--- config.mk ---
export PLATFORM = sky130hd
export DESIGN_NAME = forwarding_scoreboard
export DESIGN_NICKNAME = d
export VERILOG_FILES = /design/src/rtl/forwarding_scoreboard.sv
export SDC_FILE = /design/constraint.sdc
export NUM_CORES = 1
export LEC_CHECK = 0
export CAP_MARGIN = 10
export CORE_MARGIN = 4
export CORE_UTILIZATION = 47
export DETAILED_ROUTE_END_ITERATION = 8
export GPL_TIMING_DRIVEN = 0
export PLACE_DENSITY = 0.95
export SLEW_MARGIN = 20
export SYNTH_ARGS = -nofsm -noshare
export SYNTH_HDL_FRONTEND = slang
export SYNTH_SLANG_ARGS = --single-unit
--- constraint.sdc ---
create_clock -name clk_i -period 4.3 [get_ports clk_i]
set_clock_uncertainty 0.05 [all_clocks]
set_input_delay 0.645 -clock clk_i [delete_from_list [all_inputs] [get_ports clk_i]]
set_output_delay 0.645 -clock clk_i [all_outputs]
set_load 0.02 [all_outputs]
--- src/rtl/forwarding_scoreboard.sv ---
// Forwarding / load-use hazard unit: tracks DEPTH post-EX write slots, raises a stall and registers per-operand bypass selects.
// Optional stall-cycle counter is built only when FWD_STATS_EN is defined; otherwise stall_cycles_o is tied to 0.
module forwarding_scoreboard #(
    parameter int NUM_SRC = 2,
    parameter int ADDR_W  = 5,
    parameter int DEPTH   = 2,
    parameter int LAT_W   = (DEPTH > 1) ? $clog2(DEPTH) : 1,
    parameter int SEL_W   = $clog2(DEPTH + 1)
) (
    input  logic                        clk_i,
    input  logic                        rst_i,
    input  logic                        freeze_i,
    input  logic                        ex_valid_i,
    input  logic                        ex_wen_i,
    input  logic [ADDR_W-1:0]           ex_rd_i,
    input  logic [LAT_W-1:0]            ex_lat_i,
    input  logic [NUM_SRC*ADDR_W-1:0]   id_rs_i,
    input  logic [NUM_SRC-1:0]          id_rs_used_i,
    output logic                        stall_o,
    output logic [NUM_SRC*SEL_W-1:0]    fwd_sel_o,
    output logic [31:0]                 stall_cycles_o
);

    logic              slot_valid_reg [DEPTH];
    logic              slot_wen_reg   [DEPTH];
    logic [ADDR_W-1:0] slot_rd_reg    [DEPTH];
    logic [LAT_W-1:0]  slot_lat_reg   [DEPTH];

    logic [NUM_SRC*SEL_W-1:0] fwd_sel_reg;
    logic [NUM_SRC*SEL_W-1:0] sel_next;
    logic [NUM_SRC-1:0]       hazard_vec;
    logic [LAT_W-1:0]         ex_lat_clamped;

    // A latency beyond the tracked window is ready in the last slot.
    assign ex_lat_clamped = (int'(ex_lat_i) > DEPTH - 1) ? LAT_W'(DEPTH - 1) : ex_lat_i;

    for (genvar gi = 0; gi < NUM_SRC; gi++) begin : g_op
        logic [ADDR_W-1:0] rs;
        logic              hit;
        int                pos;
        int                lat;
        logic              hazard;
        logic [SEL_W-1:0]  sel;

        assign rs = id_rs_i[gi*ADDR_W +: ADDR_W];

        // Scan oldest to youngest so the youngest matching producer overwrites.
        always_comb begin
            hit    = 1'b0;
            pos    = 0;
            lat    = 0;
            hazard = 1'b0;
            sel    = '0;
            for (int j = DEPTH - 1; j >= 0; j--) begin
                if (slot_valid_reg[j] && slot_wen_reg[j] &&
                    (slot_rd_reg[j] != '0) && (slot_rd_reg[j] == rs)) begin
                    hit = 1'b1;
                    pos = j + 1;
                    lat = int'(slot_lat_reg[j]);
                end
            end
            if (ex_valid_i && ex_wen_i && (ex_rd_i != '0) && (ex_rd_i == rs)) begin
                hit = 1'b1;
                pos = 0;
                lat = int'(ex_lat_clamped);
            end
            if (id_rs_used_i[gi] && hit && (pos < DEPTH)) begin
                if (lat > pos) begin
                    hazard = 1'b1;
                end else begin
                    sel = SEL_W'(pos + 1);
                end
            end
        end

        assign hazard_vec[gi]                 = hazard;
        assign sel_next[gi*SEL_W +: SEL_W]    = sel;
    end

    assign stall_o   = !rst_i && (|hazard_vec);
    assign fwd_sel_o = fwd_sel_reg;

    always_ff @(posedge clk_i) begin
        if (rst_i) begin
            for (int j = 0; j < DEPTH; j++) begin
                slot_valid_reg[j] <= 1'b0;
                slot_wen_reg[j]   <= 1'b0;
                slot_rd_reg[j]    <= '0;
                slot_lat_reg[j]   <= '0;
            end
            fwd_sel_reg <= '0;
        end else if (!freeze_i) begin
            slot_valid_reg[0] <= ex_valid_i;
            slot_wen_reg[0]   <= ex_wen_i;
            slot_rd_reg[0]    <= ex_rd_i;
            slot_lat_reg[0]   <= ex_lat_clamped;
            for (int j = 1; j < DEPTH; j++) begin
                slot_valid_reg[j] <= slot_valid_reg[j-1];
                slot_wen_reg[j]   <= slot_wen_reg[j-1];
                slot_rd_reg[j]    <= slot_rd_reg[j-1];
                slot_lat_reg[j]   <= slot_lat_reg[j-1];
            end
            // A stalled consumer does not enter EX; EX gets a bubble instead.
            fwd_sel_reg <= stall_o ? '0 : sel_next;
        end
    end

`ifdef FWD_STATS_EN
    logic [31:0] stall_cnt_reg;

    always_ff @(posedge clk_i) begin
        if (rst_i) begin
            stall_cnt_reg <= '0;
        end else if (!freeze_i && stall_o && (stall_cnt_reg != 32'hFFFF_FFFF)) begin
            stall_cnt_reg <= stall_cnt_reg + 32'd1;
        end
    end

    assign stall_cycles_o = stall_cnt_reg;
`else
    assign stall_cycles_o = '0;
`endif

endmodule

==> impl_metrics.sql, run 1 <==
INSERT INTO impl_metrics (metric_group, metric, value, unit) VALUES
('route', 'detail_route.vias_per_cell', '4.52', ''),
('critical_path', 'critical_path_depth', '11', ''),
('placement', 'gp_congestion', '0.804', ''),
('critical_path', 'critical_path_peak_fanout', '3', ''),
('pwr', 'p_per_area', '228', 'mW/mm²'),
('critical_path', 'worst_ep_required_time', '3.61', 'ns'),
('pwr', 'irDropWorstVdd', '168', 'µV'),
('critical_path', 'setup.reg_to_reg.worst_slack', '1.35', 'ns'),
('floorplanning', 'ios', '60', ''),
('logic_synthesis', 'synth_top_cell_by_area', 'edfxtp_1', ''),
('clocking', 'clkLatencyLatePin', '0.30', 'ns'),
('floorplanning', 'die_h', '64.5', 'µm'),
('floorplanning', 'initial_utilization', '0.492', ''),
('logic_synthesis', 'yosysUniqueCellTypes', '25', ''),
('logic_synthesis', 'async_reset_ff_frac', '0', ''),
('sta', 'slew_headroom', '0.598', ''),
('logic_synthesis', 'synth_edf_count', '16', ''),
('status', 'status', 'completed', ''),
('sta', 'worst_hold_slack', '0.431', 'ns'),
('logic_synthesis', 'postSynthRegisterBits', '20', ''),
('logic_synthesis', 'post_synth_main_area_contributors', 'edfxtp_1 (32%), buf_4 (16%), xnor2_1 (10%)', ''),
('placement', 'port_buffers', '27', ''),
('logic_synthesis', 'synth-warning-count', '0', ''),
('logic_synthesis', 'synthDominantCellAreaShare', '0.320', ''),
('critical_path', 'worst_setup_path_startpoint', 'id_rs_i[4]', ''),
('pwr', 'power_switching', '0.133', 'mW'),
('critical_path', 'cp_endpoint', 'stall_o', ''),
('worst_hold_path', 'holdCritPathClass', 'reg -> reg', ''),
('floorplanning', 'std_cell_rows', '20', ''),
('sta', 'tightestPinTransition', '0.603', 'ns'),
('critical_path', 'nature_of_the_critical_path_endpoint', 'primary output', ''),
('critical_path', 'critical_path_arrival', '3.32', 'ns'),
('sta', 'setup_viol', '0', ''),
('critical_path', 'crit_path_max_incr_delay', '0.58', 'ns'),
('logic_synthesis', 'post_synth_inst_count', '140', ''),
('clocking', 'cts_tree', 'built', ''),
('route', 'drt_first_iter_violations', '53', ''),
('global_route', 'global_route.overflow_total', '0', ''),
('critical_path', 'critical_path.top_delay_family', 'buffers and inverters', ''),
('pwr', 'cellLeakagePower', '0.850', 'nW'),
('finish', 'final_nets', '228', ''),
('pwr', 'intPower', '0.320', 'mW'),
('route', 'route.vias.total', '1113', ''),
('critical_path', 'timing.rr.start', 'slot_rd_reg[0][1]', ''),
('clocking', 'ctsRootBufferMaster', 'clkbuf_4', ''),
('global_route', 'grt_first_pass_wirelength', '4.77', 'mm'),
('critical_path', 'timing.critical_path.buf_inv', '2', ''),
('finish', 'antenna-diode-count', '0', ''),
('sta', 'max_clock_freq', '249', 'MHz'),
('critical_path', 'reg2reg_depth', '9', ''),
('sta', 'maxSlewViolCount', '0', ''),
('logic_synthesis', 'cell_with_the_most_instances_after_synthesis', 'buf_4', ''),
('route', 'drc_errors_left', '0', ''),
('critical_path', 'worstPathCellList', 'clkdlybuf4s50_1, xnor2_1, nand3_1, nor4_4, mux2_2, mux2i_1, ha_1, nor2_1, o211ai_2, a21oi_1, clkbuf_2', ''),
('critical_path', 'timing.critical_path.slowest_stage_cell', 'clkdlybuf4s50_1', ''),
('logic_synthesis', 'post_synth_instance_area', '0.00150', 'mm²'),
('clocking', 'htree_num_levels', '1', ''),
('clocking', 'clock_sink_count', '20', ''),
('placement', 'dp_hpwl', '2.56', 'mm'),
('sta', 'timing.final.crit_share', '0.933', ''),
('sta', 'post-route-min-period', '4.01', 'ns'),
('sta', 'final_hold_viol_count', '0', ''),
('logic_synthesis', 'synth_top_cells_by_count', 'buf_4 (32), xnor2_1 (18), edfxtp_1 (16), and2_1 (15), xor2_1 (12)', ''),
('pwr', 'clkPwrFrac', '0.203', ''),
('pwr', 'sequentialPowerShare', '0.512', ''),
('logic_synthesis', 'mapped_avg_cell_area', '10.7', 'µm²'),
('critical_path', 'critPathLaunchType', 'input port', ''),
('pwr', 'power.total', '0.453', 'mW'),
('floorplanning', 'floorplan.core_area', '0.00305', 'mm²'),
('route', 'drt_first_pass_iters', '4', ''),
('global_route', 'first_global_vias', '1029', '');
metrics by stage:
| step | instances | instance area (µm²) | TNS (ns) | worst slack [ns] |
|---|---|---|---|---|
| 6_report | 246 | 1990 | 0 | 0.289 |
| 5_1_grt | 246 | 1990 | 0 | 0.114 |
| 4_1_cts | 246 | 1990 | 0 | 0.131 |
| 3_5_place_dp | 242 | 1940 | -0.385 | -0.385 |
| 3_3_place_gp | 242 | 1940 | -0.297 | -0.297 |
| 2_1_floorplan | 171 | 1620 | 0 | 0.928 |
final cells by class:
cell class              instances  area [µm²]
plain buffers                  33         244
clock buffers                   4        26.3
fillers                       268        1070
inverters                       1        3.75
multi-input cells             117         832
flip-flops and latches         20         561
well taps                      44        55.1
repair buffers                 27         265
kinds of logic (layout without fill, tap and decap cells):
| group | after synthesis | in the layout | share of synthesized area |
|---|---|---|---|
| AND/OR/NAND/NOR | 39 | 39 | 0.171 |
| buffers and inverters | 34 | 65 | 0.165 |
| XOR/XNOR | 30 | 30 | 0.175 |
| flip-flops | 20 | 20 | 0.373 |
| AO/OA/AOI/OAI | 10 | 10 | 0.0691 |
| multiplexers | 4 | 4 | 0.0283 |
| adder cells (fa/ha/maj) | 2 | 2 | 0.0167 |
| other | 1 | 32 | 0.00250 |
placed cells by master (no fill, tap or decap), types with 3 or more instances in the layout:
cell,instances
nand3_1,6
buf_4,32
or4_1,3
xnor2_1,18
nor2_1,3
conb_1,32
and2_1,15
clkdlybuf4s50_1,26
edfxtp_1,16
nor4_2,3
clkbuf_4,3
xor2_1,12
o211ai_2,4
a32o_1,4
dfxtp_1,4
power groups by stage:
stage               clock (mW)  sequential (mW)  combinational [mW]
floorplan                    0            0.234              0.0875
finish                  0.0919            0.232               0.129
global placement             0            0.236               0.122
global route             0.103            0.234               0.139
detailed placement           0            0.236               0.125
CTS                     0.0928            0.232               0.128
per-layer routing:
layer  GRT usage  up-vias  wire, µm
met1       0.181      502      1180
li1            -      551         -
met2       0.265       58      1620
met4      0.0633        0        18
met3      0.0208        2       207
met5           0        -         0
worst register-to-register path: cells and delay by family (launching register included):
family / cells / cell delay (ns)
simple gates: 4 / 1.09
compound gates: 2 / 0.55
flops: 1 / 0.47
mux: 2 / 0.46
fa+ha+maj: 1 / 0.26
repair_timing:
| item | in CTS | in global routing |
|---|---|---|
| setup buffers | 0 | 0 |
| pin swaps | 0 | 0 |
| setup endpoints to repair | 1 | 1 |
| gates resized for setup | 4 | 2 |
how the worst min path moves through the flow:
stage | start | endpoint | slack [ns] | depth (start not counted)
2_1_floorplan | slot_lat_reg[0][0] | slot_lat_reg[0][1] | 0.49 | 1
3_3_place_gp | fwd_sel_o[0] | fwd_sel_o[0] | 0.41 | 1
3_5_place_dp | fwd_sel_o[2] | fwd_sel_o[2] | 0.41 | 1
4_1_cts | fwd_sel_o[2] | fwd_sel_o[2] | 0.44 | 1
5_1_grt | fwd_sel_o[0] | fwd_sel_o[0] | 0.46 | 1
6_report | fwd_sel_o[2] | fwd_sel_o[2] | 0.43 | 1
Power figures use the tool's default switching activity.
==> inputs of run 2 (changes only) <==
- CORE_UTILIZATION: 47 -> 35
- PLACE_DENSITY: 0.95 -> 0.76
- clock period: 4.3 -> 4.5 ns (I/O delays scaled with it)
==> impl_metrics.sql, run 2 (synthesis gave the netlist of run 1 again) <==
INSERT INTO impl_metrics (metric_group, metric, value, unit) VALUES
('sta', 'worst_hold_slack', '0.424', 'ns'),
('finish', 'antenna-diode-count', '0', ''),
('route', 'drt_first_iter_violations', '22', ''),
('finish', 'mostFrequentLayoutCells', 'buf_4 (32), conb_1 (32), clkdlybuf4s50_1 (26), xnor2_1 (18), edfxtp_1 (16)', ''),
('worst_hold_path', 'worst_hold_startpoint', 'fwd_sel_o[1]', ''),
('critical_path', 'setup.reg_to_reg.worst_slack', '1.63', 'ns'),
('sta', 'slew_headroom', '0.583', ''),
('sta', 'fin_ws', '0.454', 'ns'),
('clocking', 'htree_num_levels', '1', ''),
('global_route', 'first_global_vias', '1011', ''),
('finish', 'syn2layout_area_growth', '36.2', '%'),
('sta', 'tightestPinTransition', '0.625', 'ns'),
('worst_hold_path', 'min_delay_worst_endpoint', 'fwd_sel_o[1]', ''),
('global_route', 'grt_max_degree', '17', ''),
('floorplanning', 'ios', '60', ''),
('floorplanning', 'initial_utilization', '0.368', ''),
('global_route', 'global_route.overflow_total', '0', ''),
('global_route', 'grt_first_pass_wirelength', '4.65', 'mm'),
('route', 'drt_first_pass_iters', '6', ''),
('critical_path', 'worst_setup_path_startpoint', 'id_rs_i[0]', ''),
('clocking', 'clkLatencyLatePin', '0.26', 'ns'),
('finish', 'finalCoreUtilization', '0.501', ''),
('global_route', 'track_usage', '0.111', ''),
('sta', 'final_hold_viol_count', '0', ''),
('status', 'status', 'completed', ''),
('placement', 'port_buffers', '27', ''),
('critical_path', 'timing.rr.start', 'slot_rd_reg[0][2]', ''),
('route', 'postRouteAntennaNets', '0', ''),
('sta', 'timing.final.crit_share', '0.899', ''),
('route', 'postRouteWirelength', '3.00', 'mm'),
('critical_path', 'reg2reg_depth', '9', ''),
('clocking', 'clock_sink_count', '20', ''),
('placement', 'placed_area', '0.00195', 'mm²'),
('placement', 'dp_slack', '-0.167', 'ns'),
('critical_path', 'nature_of_the_critical_path_endpoint', 'primary output', ''),
('route', 'route.vias.total', '1086', ''),
('sta', 'timing.setup.tns', '0', 'ns'),
('sta', 'max_clock_freq', '247', 'MHz'),
('placement', 'dp_hpwl', '2.52', 'mm'),
('sta', 'setup_viol', '0', ''),
('route', 'detail_route.vias_per_cell', '4.31', ''),
('worst_hold_path', 'holdCritPathClass', 'reg -> reg', ''),
('pwr', 'irDropWorstVdd', '140', 'µV'),
('finish', 'largest_register_ff_count', '10', ''),
('finish', 'fin_area', '0.00205', 'mm²'),
('finish', 'final_nets', '228', ''),
('placement', 'gp_congestion', '0.847', ''),
('sta', 'post-route-min-period', '4.05', 'ns'),
('finish', 'post_layout_nonfiller_instances', '252', ''),
('clocking', 'numCtsBuffers', '3', ''),
('clocking', 'worst_setup_hold_path_clk_slew', '0.07', 'ns'),
('flow_run', 'maxCapViolCount', '0', ''),
('floorplanning', 'die_h', '73.5', 'µm'),
('worst_hold_path', 'worst_hold_path.num_cells', '1', ''),
('finish', 'post_route_cells_drive_above_1_share', '0.238', ''),
('critical_path', 'critical_path_arrival', '3.32', 'ns'),
('sta', 'maxSlewViolCount', '0', ''),
('clocking', 'ctsRootBufferMaster', 'clkbuf_8', ''),
('sta', 'setup_repair_after_global_routing_missed_its_margin', 'no', ''),
('critical_path', 'worst-setup-path-type', 'in -> out', ''),
('floorplanning', 'fp.dieW', '73.5', 'µm'),
('placement', 'place_inst', '248', ''),
('global_route', 'grt_antenna_before_repair', '0', ''),
('route', 'drc_errors_left', '0', ''),
('critical_path', 'endpoint_of_the_worst_register_to_register_path', 'fwd_sel_o[3]', ''),
('pwr', 'cellLeakagePower', '0.884', 'nW'),
('floorplanning', 'dieArea', '0.00541', 'mm²'),
('critical_path', 'worst_ep_required_time', '3.77', 'ns'),
('pwr', 'p_per_area', '229', 'mW/mm²'),
('clocking', 'clock_path_buffers', '2', ''),
('route', 'wl_per_cell', '11.9', 'µm'),
('clocking', 'cts_tree', 'built', ''),
('floorplanning', 'floorplan.core_area', '0.00409', 'mm²'),
('pwr', 'power.total', '0.468', 'mW'),
('critical_path', 'critical_path_peak_fanout', '3', ''),
('floorplanning', 'std_cell_rows', '23', ''),
('critical_path', 'critPathLaunchType', 'input port', '');
## run 2: worst max path at each step
stage | end | slack [ns]
floorplan | stall_o | 1.07
global placement | stall_o | -0.19
detailed placement | stall_o | -0.17
CTS | stall_o | 0.04
global route | stall_o | 0.25
finish | stall_o | 0.45
## run 2: per-layer routing
metal | wire [µm] | global-route usage
met5 | 0 | 0
met4 | 49 | 0.0423
met3 | 248 | 0.0233
met2 | 1530 | 0.190
met1 | 1170 | 0.135
## run 2: area by class of cell
| class | instances | area, µm² |
|---|---|---|
| clock buffer | 4 | 45.0 |
| sequential | 20 | 561 |
| multi-input combinational | 117 | 858 |
| timing repair buffer | 27 | 273 |
| buffer | 33 | 244 |
| fill | 367 | 2040 |
| inverter | 1 | 3.75 |
| tap | 50 | 62.6 |
## run 2: repair_timing
action,4_1_cts,5_1_grt
hold buffers,0,0
resized for setup,3,4
setup buffers,0,0
setup endpoints to repair,1,1
gates cloned,0,0
## run 2: power by group
group	internal, mW	switching (mW)	leakage [nW]
sequential	0.212	0.0100	0.207
combinational	0.0605	0.0665	0.655
clock	0.0629	0.0561	0.0228
## run 2: critical path, stage by stage
cell             delay, ns
clkdlybuf4s50_1       0.58
xnor2_1               0.16
nand3_1               0.14
nor4_4                0.35
mux2_2                0.37
mux2i_1               0.13
ha_1                  0.24
nor2_1                0.13
o211ai_2              0.14
a21oi_1               0.17
dlymetal6s2s_1        0.24
